## src/rtl/l2_header_inserter.sv

```systemverilog
// l2_header_inserter: prepends dst/src MAC, optional 802.1Q tag and EtherType to a
// 64-bit payload stream with byte-accurate realignment. Optional feature: `VLAN_INSERT_EN.
module l2_header_inserter #(
    parameter int DATA_WIDTH = 64,
    parameter int CNT_WIDTH  = 16
) (
    input  logic                    clk,
    input  logic                    rst_n,
    input  logic                    hdr_valid,
    output logic                    hdr_ready,
    input  logic [47:0]             hdr_dst_mac,
    input  logic [47:0]             hdr_src_mac,
    input  logic [15:0]             hdr_ethertype,
`ifdef VLAN_INSERT_EN
    input  logic                    hdr_vlan_en,
    input  logic [15:0]             hdr_vlan_tci,
`endif
    input  logic [DATA_WIDTH-1:0]   s_tdata,
    input  logic [DATA_WIDTH/8-1:0] s_tkeep,
    input  logic                    s_tvalid,
    input  logic                    s_tlast,
    output logic                    s_tready,
    output logic [DATA_WIDTH-1:0]   m_tdata,
    output logic [DATA_WIDTH/8-1:0] m_tkeep,
    output logic                    m_tvalid,
    output logic                    m_tlast,
    input  logic                    m_tready,
    output logic [CNT_WIDTH-1:0]    tx_frame_count
);

    if (DATA_WIDTH != 64) begin : g_width_check
        $error("l2_header_inserter supports DATA_WIDTH=64 only");
    end

    typedef enum logic [2:0] {IDLE, HDR, MIX, PAY, FLUSH} state_t;

    state_t                 state_q, state_d;
    logic [143:0]           hdr_q, hdr_d;
    logic                   vlan_q, vlan_d;
    logic                   hdr_idx_q, hdr_idx_d;
    logic [47:0]            resid_q, resid_d;
    logic [7:0]             flush_keep_q, flush_keep_d;
    logic [63:0]            m_tdata_q, m_tdata_d;
    logic [7:0]             m_tkeep_q, m_tkeep_d;
    logic                   m_tlast_q, m_tlast_d;
    logic                   m_tvalid_q, m_tvalid_d;
    logic [CNT_WIDTH-1:0]   cnt_q, cnt_d;

    logic                   vlan_in;
    logic [15:0]            tci_in;
    logic [143:0]           hdr_in;
    logic                   out_adv;
    logic [3:0]             r_len;
    logic [3:0]             p_len;
    logic [3:0]             in_cnt;
    logic [47:0]            head_lo;
    logic [63:0]            mix_data;
    logic [47:0]            mix_resid;

`ifdef VLAN_INSERT_EN
    assign vlan_in = hdr_vlan_en;
    assign tci_in  = hdr_vlan_tci;
`else
    assign vlan_in = 1'b0;
    assign tci_in  = 16'h0000;
`endif

    // Header as a wire-ordered byte vector: byte n lives at [8n+7:8n].
    function automatic logic [143:0] build_hdr(input logic [47:0] dst, input logic [47:0] src,
                                               input logic [15:0] etype, input logic vlan,
                                               input logic [15:0] tci);
        logic [143:0] h;
        h = '0;
        for (int i = 0; i < 6; i++) begin
            h[8*i +: 8]     = dst[8*(5-i) +: 8];
            h[8*(6+i) +: 8] = src[8*(5-i) +: 8];
        end
        if (vlan) begin
            h[111:96]  = 16'h0081;
            h[127:112] = {tci[7:0], tci[15:8]};
            h[143:128] = {etype[7:0], etype[15:8]};
        end else begin
            h[111:96]  = {etype[7:0], etype[15:8]};
        end
        return h;
    endfunction

    function automatic logic [7:0] keep_mask(input logic [3:0] n);
        logic [7:0] m;
        for (int i = 0; i < 8; i++) m[i] = (4'(i) < n);
        return m;
    endfunction

    assign hdr_in  = build_hdr(hdr_dst_mac, hdr_src_mac, hdr_ethertype, vlan_in, tci_in);
    assign out_adv = !m_tvalid_q || m_tready;
    assign r_len   = vlan_q ? 4'd2 : 4'd6;
    assign p_len   = 4'd8 - r_len;

    // The mixed beat carries R leading bytes (header tail or residual) then P input bytes.
    always_comb begin
        in_cnt = '0;
        for (int i = 0; i < 8; i++) in_cnt = in_cnt + {3'b000, s_tkeep[i]};
        if (state_q == MIX) head_lo = vlan_q ? {32'h0, hdr_q[143:128]} : hdr_q[111:64];
        else                head_lo = resid_q;
        mix_data  = vlan_q ? {s_tdata[47:0], head_lo[15:0]} : {s_tdata[15:0], head_lo[47:0]};
        mix_resid = vlan_q ? {32'h0, s_tdata[63:48]} : s_tdata[63:16];
    end

    always_comb begin
        state_d      = state_q;
        hdr_d        = hdr_q;
        vlan_d       = vlan_q;
        hdr_idx_d    = hdr_idx_q;
        resid_d      = resid_q;
        flush_keep_d = flush_keep_q;
        m_tdata_d    = m_tdata_q;
        m_tkeep_d    = m_tkeep_q;
        m_tlast_d    = m_tlast_q;
        m_tvalid_d   = m_tvalid_q & ~m_tready;
        cnt_d        = cnt_q + {{(CNT_WIDTH-1){1'b0}}, m_tvalid_q & m_tready & m_tlast_q};
        hdr_ready    = (state_q == IDLE);
        s_tready     = ((state_q == MIX) || (state_q == PAY)) && out_adv;
        case (state_q)
            IDLE: begin
                if (hdr_valid) begin
                    hdr_d     = hdr_in;
                    vlan_d    = vlan_in;
                    hdr_idx_d = 1'b0;
                    state_d   = HDR;
                    // Emit the first header beat straight away when the output is free.
                    if (out_adv) begin
                        m_tdata_d  = hdr_in[63:0];
                        m_tkeep_d  = 8'hFF;
                        m_tlast_d  = 1'b0;
                        m_tvalid_d = 1'b1;
                        hdr_idx_d  = 1'b1;
                        state_d    = vlan_in ? HDR : MIX;
                    end
                end
            end
            HDR: begin
                if (out_adv) begin
                    m_tdata_d  = hdr_idx_q ? hdr_q[127:64] : hdr_q[63:0];
                    m_tkeep_d  = 8'hFF;
                    m_tlast_d  = 1'b0;
                    m_tvalid_d = 1'b1;
                    if (hdr_idx_q || !vlan_q) state_d = MIX;
                    else                      hdr_idx_d = 1'b1;
                end
            end
            MIX, PAY: begin
                if (s_tvalid && s_tready) begin
                    m_tdata_d  = mix_data;
                    m_tvalid_d = 1'b1;
                    resid_d    = mix_resid;
                    state_d    = PAY;
                    if (s_tlast && (in_cnt <= p_len)) begin
                        m_tkeep_d = keep_mask(r_len + in_cnt);
                        m_tlast_d = 1'b1;
                        state_d   = IDLE;
                    end else begin
                        m_tkeep_d = 8'hFF;
                        m_tlast_d = 1'b0;
                        if (s_tlast) begin
                            flush_keep_d = keep_mask(in_cnt - p_len);
                            state_d      = FLUSH;
                        end
                    end
                end
            end
            FLUSH: begin
                if (out_adv) begin
                    m_tdata_d  = {16'h0000, resid_q};
                    m_tkeep_d  = flush_keep_q;
                    m_tlast_d  = 1'b1;
                    m_tvalid_d = 1'b1;
                    state_d    = IDLE;
                end
            end
            default: state_d = IDLE;
        endcase
    end

    always_ff @(posedge clk or negedge rst_n) begin
        if (!rst_n) begin
            state_q      <= IDLE;
            hdr_q        <= '0;
            vlan_q       <= 1'b0;
            hdr_idx_q    <= 1'b0;
            resid_q      <= '0;
            flush_keep_q <= '0;
            m_tdata_q    <= '0;
            m_tkeep_q    <= '0;
            m_tlast_q    <= 1'b0;
            m_tvalid_q   <= 1'b0;
            cnt_q        <= '0;
        end else begin
            state_q      <= state_d;
            hdr_q        <= hdr_d;
            vlan_q       <= vlan_d;
            hdr_idx_q    <= hdr_idx_d;
            resid_q      <= resid_d;
            flush_keep_q <= flush_keep_d;
            m_tdata_q    <= m_tdata_d;
            m_tkeep_q    <= m_tkeep_d;
            m_tlast_q    <= m_tlast_d;
            m_tvalid_q   <= m_tvalid_d;
            cnt_q        <= cnt_d;
        end
    end

    assign m_tdata        = m_tdata_q;
    assign m_tkeep        = m_tkeep_q;
    assign m_tlast        = m_tlast_q;
    assign m_tvalid       = m_tvalid_q;
    assign tx_frame_count = cnt_q;

`ifndef SYNTHESIS
    always @(posedge clk) begin
        if (rst_n && s_tvalid && s_tready)
            assert (s_tkeep != '0) else $error("l2_header_inserter: empty input beat");
    end
`endif

endmodule

```

## config.mk

```make
export PLATFORM = sky130hd
export DESIGN_NAME = l2_header_inserter
export DESIGN_NICKNAME = d
export VERILOG_FILES = /design/src/rtl/l2_header_inserter.sv
export SDC_FILE = /design/constraint.sdc
export NUM_CORES = 1
export LEC_CHECK = 0
export CORE_MARGIN = 1.5
export CORE_UTILIZATION = 40
export CTS_CLUSTER_DIAMETER = 120
export DETAILED_ROUTE_END_ITERATION = 8
export PLACE_DENSITY = 0.71
export SLEW_MARGIN = 20
export SYNTH_ARGS = -nofsm -noshare
export SYNTH_HDL_FRONTEND = slang
export SYNTH_SLANG_ARGS = --single-unit
```

## constraint.sdc

```tcl
create_clock -name clk -period 4.96 [get_ports clk]
set_input_delay 1.488 -clock clk [delete_from_list [all_inputs] [get_ports clk]]
set_output_delay 1.488 -clock clk [all_outputs]
set_load 0.01 [all_outputs]
```

== Word-level counts from Yosys, hierarchy flattened ==
Index checks and enable logic that the tools add are counted.

* Output and inout bits: 92
* Logic and storage cells: 105
* Bits in writable memories: 0
* Memory bits (read-only): 0
* Input port bits: 190
* Latch bits: 0
* Memories: 0
* Register bits: 262

* Bitwise gates (word level): 6
* Multipliers: 0
* Reduce and logical (&&, ||, !) cells: 18
* Magnitude comparators: 17
* Div/mod/pow operators: 0
* Add/subtract/negate cells: 10
* Shift-type cells: 0
* Eq/ne operators: 9
* Muxes and demuxes: 35

{| class="wikitable"
|+ Operator list
! cell !! count
|-
| $mux 64 || 6
|-
| $pmux 64 s4 || 1
|-
| $mux 48 || 1
|-
| $mux 8 || 5
|-
| $lt 3x4->1 const A || 8
|-
| $pmux 8 s4 || 1
|-
| $mux 3 || 6
|-
| $add 16x1->16 || 1
|-
| $add 4x1->4 || 4
|-
| $lt 1x4->1 const A || 4
|-
| $lt 2x4->1 const A || 4
|-
| $reduce_and 4->1 || 4
|-
| $pmux 3 s4 || 1
|-
| $mux 1 || 11
|-
| $ne 2x2->1 const B || 4
|-
| $eq 3x2->1 const B || 2
|-
| $reduce_and 6->1 || 1
|-
| $add 3x1->4 || 1
|-
| $add 3x4->4 const A || 1
|-
| $le 4x2->1 const B || 1
|-
| $pmux 1 s4 || 1
|-
| $reduce_and 2->1 || 2
|-
| $reduce_bool 4->1 || 1
|-
| $reduce_or 2->1 || 2
|-
| other kinds (15) || 22
|}

== Longest topological paths before layout ==
Gate-level depths: netlist (run 1).

* Depth after elaboration: 12
* Gate-level depth with buffers: 16
* Gate-level depth less buffers: 14

== Least setup slack after synthesis (run 1) ==
Ideal clock, no wire load.

* Path type: in2reg
* From: input s_tkeep[0]
* To: register flush_keep_q[1]
* Arrival time: 5.101 ns
* Buffers on the path: 1
* Slack: -0.267 ns
* Data required time: 4.834 ns
* Stages on the path: 15
* Library setup time: 0.126 ns
* Cell sequence: inv_1 -> fa_1 -> fa_1 -> fa_1 -> inv_1 -> ha_1 -> inv_1 -> fa_1 -> clkbuf_1 -> inv_1 -> ha_1 -> nor2b_1 -> a211oi_1 -> o2111ai_1 -> o32a_1

* Longest elaborated chain between the ends: 11
* Elaborated cells on any way between the ends: 13
* Those cells by class: add/sub: 8; order compare: 2; bitwise: 1; reduce/logical: 2

{| class="wikitable"
|+ Ends and longest elaborated chain
! what !! RTL line !! source
|-
| start: declaration || 19 || <nowiki>input logic [DATA_WIDTH/8-1:0] s_tkeep,</nowiki>
|-
| $add 1x1->2 * || 102 || <nowiki>for (int i = 0; i < 8; i++) in_cnt = in_cnt + {3'b000, s_tkeep[i]};</nowiki>
|-
| $add 2x1->3 * || 102 ||
|-
| $add 3x1->4 * || 102 ||
|-
| $add 4x1->4 * (4 in a row) || 102 ||
|-
| parallel branches: the longest is 4 deep, another holds $sub 4x2->4 || n/a ||
|-
| end signal: assignment || 203 || <nowiki>flush_keep_q <= flush_keep_d;</nowiki>
|-
| end: declaration || 42 || <nowiki>logic [7:0] flush_keep_q, flush_keep_d;</nowiki>
|}

Every way passes the cells marked *.
A chain may end at the register's enable or synchronous reset.

== Worst setup path after layout (run 1) ==
* From: input s_tkeep[3]
* To: register m_tkeep_q[5] (netlist: m_tkeep[5])

* Longest elaborated chain between the ends: 10
* Elaborated cells on any way between the ends: 12
* Those cells by class: add/sub: 6; order compare: 2; mux: 3; reduce/logical: 1

{| class="wikitable"
|+ Ends and longest elaborated chain
! what !! RTL line !! source
|-
| $add 3x1->4 * || 102 ||
|-
| $add 4x1->4 * (4 in a row) || 102 ||
|-
| $add 3x4->4 / $le 4x2->1 (equally long branches) || 158, 157 ||
|-
| $lt 3x4->1 / $logic_and 1x1->1 (equally long branches) || 90, 157 ||
|-
| $mux 8 * || 157 || <nowiki>if (s_tlast && (in_cnt <= p_len)) begin</nowiki>
|-
| $mux 8 * || 152 || <nowiki>if (s_tvalid && s_tready) begin</nowiki>
|-
| $pmux 8 s4 * || 123 || <nowiki>case (state_q)</nowiki>
|-
| end signal: assignment || 205 || <nowiki>m_tkeep_q <= m_tkeep_d;</nowiki>
|-
| end: declaration || 44 || <nowiki>logic [7:0] m_tkeep_q, m_tkeep_d;</nowiki>
|}

Every way passes the cells marked *; elsewhere a longest branch is shown, timed or not. The select of a mux whose other input is x is not followed.

==> metrics.cfg, run 1 <==
[run_status]
status=finished clean

[floorplanning]
die_w_um=181
ios=282
initial_utilization_pct=40.5
die_h_um=181
fp.dieArea_sq_um=32800
fp-row-count=65
core_area_sq_um=31400

[clocking]
cts_tree=built
cts.sinks=262
cts_root_buf=clkbuf_16
ctsHtreeMaxLevel=1
cts-hold-fix-buffers=0
clk_latency_ns=0.54
cts_buffers=30
path_clk_slew_ns=0.06
clockBufferDepth=3

[place]
hpwl_um=24300
gp_congestion=0.815
numPortBuffers=281

[critical_path]
crit_path_start_kind=input pin
setup.worst_path.end_class=register
worstSetupPathType=in2reg
cpPeakStageDelay_ns=0.56
cp_data_required_time_ns=5.41
crit_fanout=5
path_cells=dlygate4sd2_1 > inv_2 > fa_1 > fa_1 > fa_1 > inv_1 > ha_2 > inv_2 > fa_2 > xor2_4 > ha_2 > nor2b_4 > buf_4 > a21oi_4 > o31ai_1 > buf_4 > a2bb2oi_1
critPathMostFrequentCell=fa_1
crit_arrival_ns=5.24
crit_family=adder cells
critical_path_buf_inv_count=6
crit_path_top_delay_cell=fa_1

[synth]
yosysSeqAreaShare_pct=51.6
synth_fp_nets=1319
ys_async_sr_fraction_pct=100
netlist_instances=1118
ys.flop_type=dfrtp_1
synth.top_cell.area_share_pct=51.6
ys_ff_latch=262
ys_top_cells_by_area=dfrtp_1 52%, mux2_2 11%, nand2_1 5.6%
ys.warnings.count=0
postSynthAreaPerCell_sq_um=11.4
yosys.area.top_type=dfrtp_1
synth_edf_count=0
syn-cell-area_sq_um=12700
yosysUniqueCellTypes=66

[detailed_routing]
dr.first_iter.drc_count=899
drc_errors=0
wirelength_um=39900
detail_route.wl_per_cell_um=22.2
ant_nets=0
dr_total_vias=10600
viasPerCell=5.89
drt-pass1-iter-count=7

[global_routing]
grt_pass1_vias=11000
gr-total-overflow=0
grt_pass1_wl_um=63100
antenna_found_initial=4
grt_usage_pct=24.2
grt_max_degree=105

[timing]
finalSetupViolCount=0
fin_crit_ns=4.79
drv_slew=0
min_period_over_period_pct=96.6
hold_violations=0
rsz0062_at_grt=false
slew_headroom_pct=21.8
worstMarginPinSlew_ns=1.17
finClkSkew_ns=0.0122
max_freq_mhz=209

[pwr]
p_clk_share_pct=20.9
power-per-cell-area_nw_per_um2=647
ir_drop_mv=0.338
seqPwrFrac_pct=35.4
p_leak_nw=7.00
p_int_mw=6.97
combPwrFrac_pct=43.7
swShare_pct=36.7
switchingPower_mw=4.05
p_total_mw=11.0

[layout]
final_util_pct=54.2
mostFrequentLayoutCells=277 x clkdlybuf4s50_1, 261 x dfrtp_1, 189 x nand2_1
seqCellArea_sq_um=6560
drive_above_1_share_pct=18.6
nets=1570
multi_input_area_sq_um=5760
layout_commonest_cell=clkdlybuf4s50_1
fill_cells=2707
syn_to_final_growth_pct=34.1

[hold_path]
hold_path.class=reg2reg

[run]
maxCapViolations=0

routing by layer:
metal | up-vias | global-route usage (%) | wire length, um
met5 | - | 0 | 31
met1 | 5339 | 34.0 | 17400
met2 | 488 | 39.1 | 18900
met4 | 4 | 6.43 | 738
li1 | 4672 | - | -
met3 | 63 | 3.67 | 2830
area by class of cell:
type                    instances  area share (%)
diodes                          2          0.0294
clock buffers                  46            5.24
inverters                      18           0.397
clock inverters                 7           0.808
multi-input cells             744            33.8
well taps                     402            2.95
flip-flops and latches        262            38.5
repair buffers                313            18.2
path summary, 6_finish.rpt:
kind                            cells after the start  slack [ns]                 end               start
worst max-delay path                               17        0.17          m_tkeep[5]          s_tkeep[3]
worst min-delay path                                1        0.46  tx_frame_count[15]  tx_frame_count[15]
worst max register to register                      4        1.94         m_tdata[23]          state_q[1]
worst min register to register                      1        0.46  tx_frame_count[15]  tx_frame_count[15]
max in group asynchronous                           2        3.00           hdr_q[95]               rst_n
min in group asynchronous                           1        0.97  tx_frame_count[13]               rst_n
per-stage QoR:
step / instances / worst slack, ns / setup TNS [ns] / instance area, sq um / hold slack [ns]
after detailed placement: 1738 / -0.776 / -12.98 / 15900 / 0.460
after global placement: 1738 / -0.598 / -9.63 / 15900 / 0.457
after floorplan: 1118 / -0.0880 / -0.415 / 12700 / 0.454
after CTS: 1792 / 0.192 / 0 / 17000 / 0.469
after global routing: 1793 / 0.0188 / 0 / 17000 / 0.475
final: 1794 / 0.169 / 0 / 17000 / 0.464
cells in the mapped netlist, drive strengths merged (4+ instances only):
master   count
dfrtp      262
nand2      190
mux2       149
a21oi       85
buf         51
clkbuf      43
a222oi      39
a22oi       39
nor2        30
a32oi       25
a41oi       23
a221oi      18
a22o        18
inv         18
xnor2       11
a31oi        8
a2bb2oi      7
and3         7
ha           7
mux4         7
nand3        7
xor2         7
nor2b        6
o22a         6
and2         5
fa           4
nand2b       4
nand4        4
power groups by stage:
stage	Sequential [mW]	Clock (mW)	Combinational (mW)
CTS	3.88	2.34	4.83
global route	4.01	2.44	5.22
finish	3.89	2.30	4.82
floorplan	3.81	0	2.92
global placement	3.87	0	4.62
detailed placement	3.90	0	4.74
state kept, by name, summed over array words and instances, names as in the netlist:
name and flops:
hdr_q 112, m_tvalid 1, flush_keep_q 8, hdr_idx_q 1, m_tdata 64, state_q 3, tx_frame_count 16, m_tkeep 8
m_tlast 1, resid_q 48
repair_timing:
action,CTS,global route
pin swaps,13,0
endpoints found under the setup margin,17,3
resized for setup,19,1
setup buffers,1,0
cells by family after synthesis:
family / after synthesis / share of synthesized area [%]
compound gates: 288 / 17.7
xor+xnor: 18 / 1.30
fa+ha+maj: 11 / 1.32
buf+inv: 112 / 4.15
flops: 262 / 51.6
mux: 157 / 14.5
simple gates: 270 / 9.42
Note: power is estimated with default switching activity, not from simulation.
==> run 2, diff against run 1 <==
--- a/config.mk
+++ b/config.mk
@@ -5,7 +5,7 @@
 export SDC_FILE = /design/constraint.sdc
 export NUM_CORES = 1
 export LEC_CHECK = 0
-export CORE_MARGIN = 1.5
+export CORE_MARGIN = 1
 export CORE_UTILIZATION = 40
 export CTS_CLUSTER_DIAMETER = 120
 export DETAILED_ROUTE_END_ITERATION = 8
==> run 2 against run 1 <==
  * Final area is 0.43% higher
  * Routed wire length is 1.3% lower
  * Clock skew shrank 0.0020 ns
  * Clock-buffer cell count fell by 10
  * First-iteration DRC count rose by 11%
  * Largest power group unchanged
  * Die area is 1.1% lower
  * Non-clock buffer count increased by 2
  * Fmax up 2.2%
  * Sequential power barely moved
  * Critical path depth is 1 lower
  * Clock power increased by 5%
==> metrics.cfg, run 2 (same netlist as run 1, synthesis figures left out) <==
[detailed_routing]
dr_total_vias=10600
wirelength_um=39400
detail_route.wl_per_cell_um=22.0
dr.first_iter.drc_count=995
drc_errors=0
viasPerCell=5.91
drt-pass1-iter-count=6
ant_nets=0

[hold_path]
hold_depth=1
hold_path.class=reg2reg

[clocking]
cts_root_buf=clkbuf_16
cts.sinks=262
clockBufferDepth=3
ctsHtreeMaxLevel=1
clk_latency_ns=0.55
cts_tree=built
path_clk_slew_ns=0.06
cts_buffers=29

[global_routing]
gr-total-overflow=0
grt_pass1_wl_um=62400
grt_usage_pct=24.1
antenna_found_initial=5
grt_pass1_vias=10800
grt_max_degree=114

[floorplanning]
ios=282
core_area_sq_um=30900
fp.dieArea_sq_um=32500
initial_utilization_pct=41.1
fp-row-count=64
die_w_um=180
die_h_um=180

[place]
numPortBuffers=281
gp_congestion=0.833
placed_area_sq_um=15900
hpwl_um=24300

[layout]
final_area_sq_um=17100
layout_commonest_cell=clkdlybuf4s50_1
largest_register_ffs=112
seqCellArea_sq_um=6560
syn_to_final_growth_pct=34.7
largest-register=hdr_q
multi_input_area_sq_um=5760
nets=1571
drive_above_1_share_pct=19.2
fill_cells=2609
mostFrequentLayoutCells=277 x clkdlybuf4s50_1, 261 x dfrtp_1, 189 x nand2_1

[timing]
rsz0062_at_grt=false
finalSetupTns_ns=0
fin_crit_ns=4.69
max_freq_mhz=213
timing.hold.ws_ns=0.464
min_period_over_period_pct=94.5
slew_headroom_pct=26.9
worstMarginPinSlew_ns=1.09
hold_violations=0
finalSetupViolCount=0
drv_slew=0
finClkSkew_ns=0.0102

[critical_path]
cp.depth=16
path_cells=dlygate4sd2_1 > inv_1 > fa_1 > fa_1 > fa_1 > inv_1 > ha_2 > inv_2 > fa_2 > inv_2 > ha_2 > nor2b_4 > a211oi_2 > o2111ai_2 > buf_6 > o22a_1
setup.worst_path.end_class=register
crit_path_top_delay_cell=fa_2
cpPeakStageDelay_ns=0.56
crit_fanout=6
reg2reg_depth=5
critical_path_buf_inv_count=6
cp_data_required_time_ns=5.40
crit_path_start_kind=input pin
crit_arrival_ns=5.13
crit_family=adder cells
worstSetupPathType=in2reg
critPathMostFrequentCell=fa_1

[pwr]
ir_drop_mv=0.390
seqPwrFrac_pct=35.0
p_total_mw=11.1
p_clk_share_pct=21.8
p_int_mw=7.05
power-per-cell-area_nw_per_um2=649
switchingPower_mw=4.06
p_leak_nw=7.05
swShare_pct=36.5
combPwrFrac_pct=43.2

[run_status]
status=finished clean

[run]
maxCapViolations=0

## run 2: metal layers
metal  vias to the layer above  GRT usage, %  wire [um]
li1                       4698             -          -
met1                      5338          33.5      17300
met2                       495          38.1      18200
met3                        69          4.57       2910
met4                         2          7.04        997
met5                         -             0         10
## run 2: worst reg2reg max path: stages (launching register included)
cell	delay [ns]
dfrtp_2	0.60
buf_4	0.58
nor2b_2	0.99
a22o_1	0.29
a22oi_1	0.08
a221oi_1	0.30
## run 2: final cells by class
class	count	area share, %
diodes	4	0.0585
multi-input cells	744	33.7
well taps	396	2.90
repair buffers	315	18.3
flip-flops and latches	262	38.3
clock inverters	18	1.61
clock buffers	36	4.69
inverters	18	0.395
## run 2: worst paths after layout
path                       slack, ns                  to                from
max reg2reg                     2.01         m_tdata[15]          state_q[2]
min reg2reg                     0.46  tx_frame_count[15]  tx_frame_count[15]
min in group asynchronous       0.99           hdr_q[95]               rst_n
max                             0.27     flush_keep_q[6]          s_tkeep[3]
max in group asynchronous       2.93  tx_frame_count[13]               rst_n
min                             0.46  tx_frame_count[15]  tx_frame_count[15]
## run 2: power groups by stage
| stage | combinational (mW) | clock, mW | sequential, mW |
|---|---|---|---|
| floorplan | 2.92 | 0 | 3.81 |
| global placement | 4.62 | 0 | 3.87 |
| detailed placement | 4.73 | 0 | 3.91 |
| CTS | 4.80 | 2.46 | 3.88 |
| global route | 5.18 | 2.55 | 4.02 |
| finish | 4.80 | 2.42 | 3.89 |
## run 2: metrics by stage
| stage | std cells | util, % | setup slack [ns] |
|---|---|---|---|
| floorplan | 1118 | - | -0.0880 |
| global placement | 1734 | 51.5 | -0.578 |
| detailed placement | 1734 | 51.5 | -0.774 |
| CTS | 1789 | 55.2 | 0.00987 |
| global route | 1790 | 55.3 | 0.142 |
| finish | 1793 | 55.3 | 0.273 |
## run 2: repair_timing
| action | in CTS | in global routing |
|---|---|---|
| buffers inserted | 1 | 0 |
| resized for setup | 17 | 4 |
| pin swaps | 12 | 9 |
| endpoints found under the setup margin | 17 | 18 |
| hold buffers | 0 | 0 |
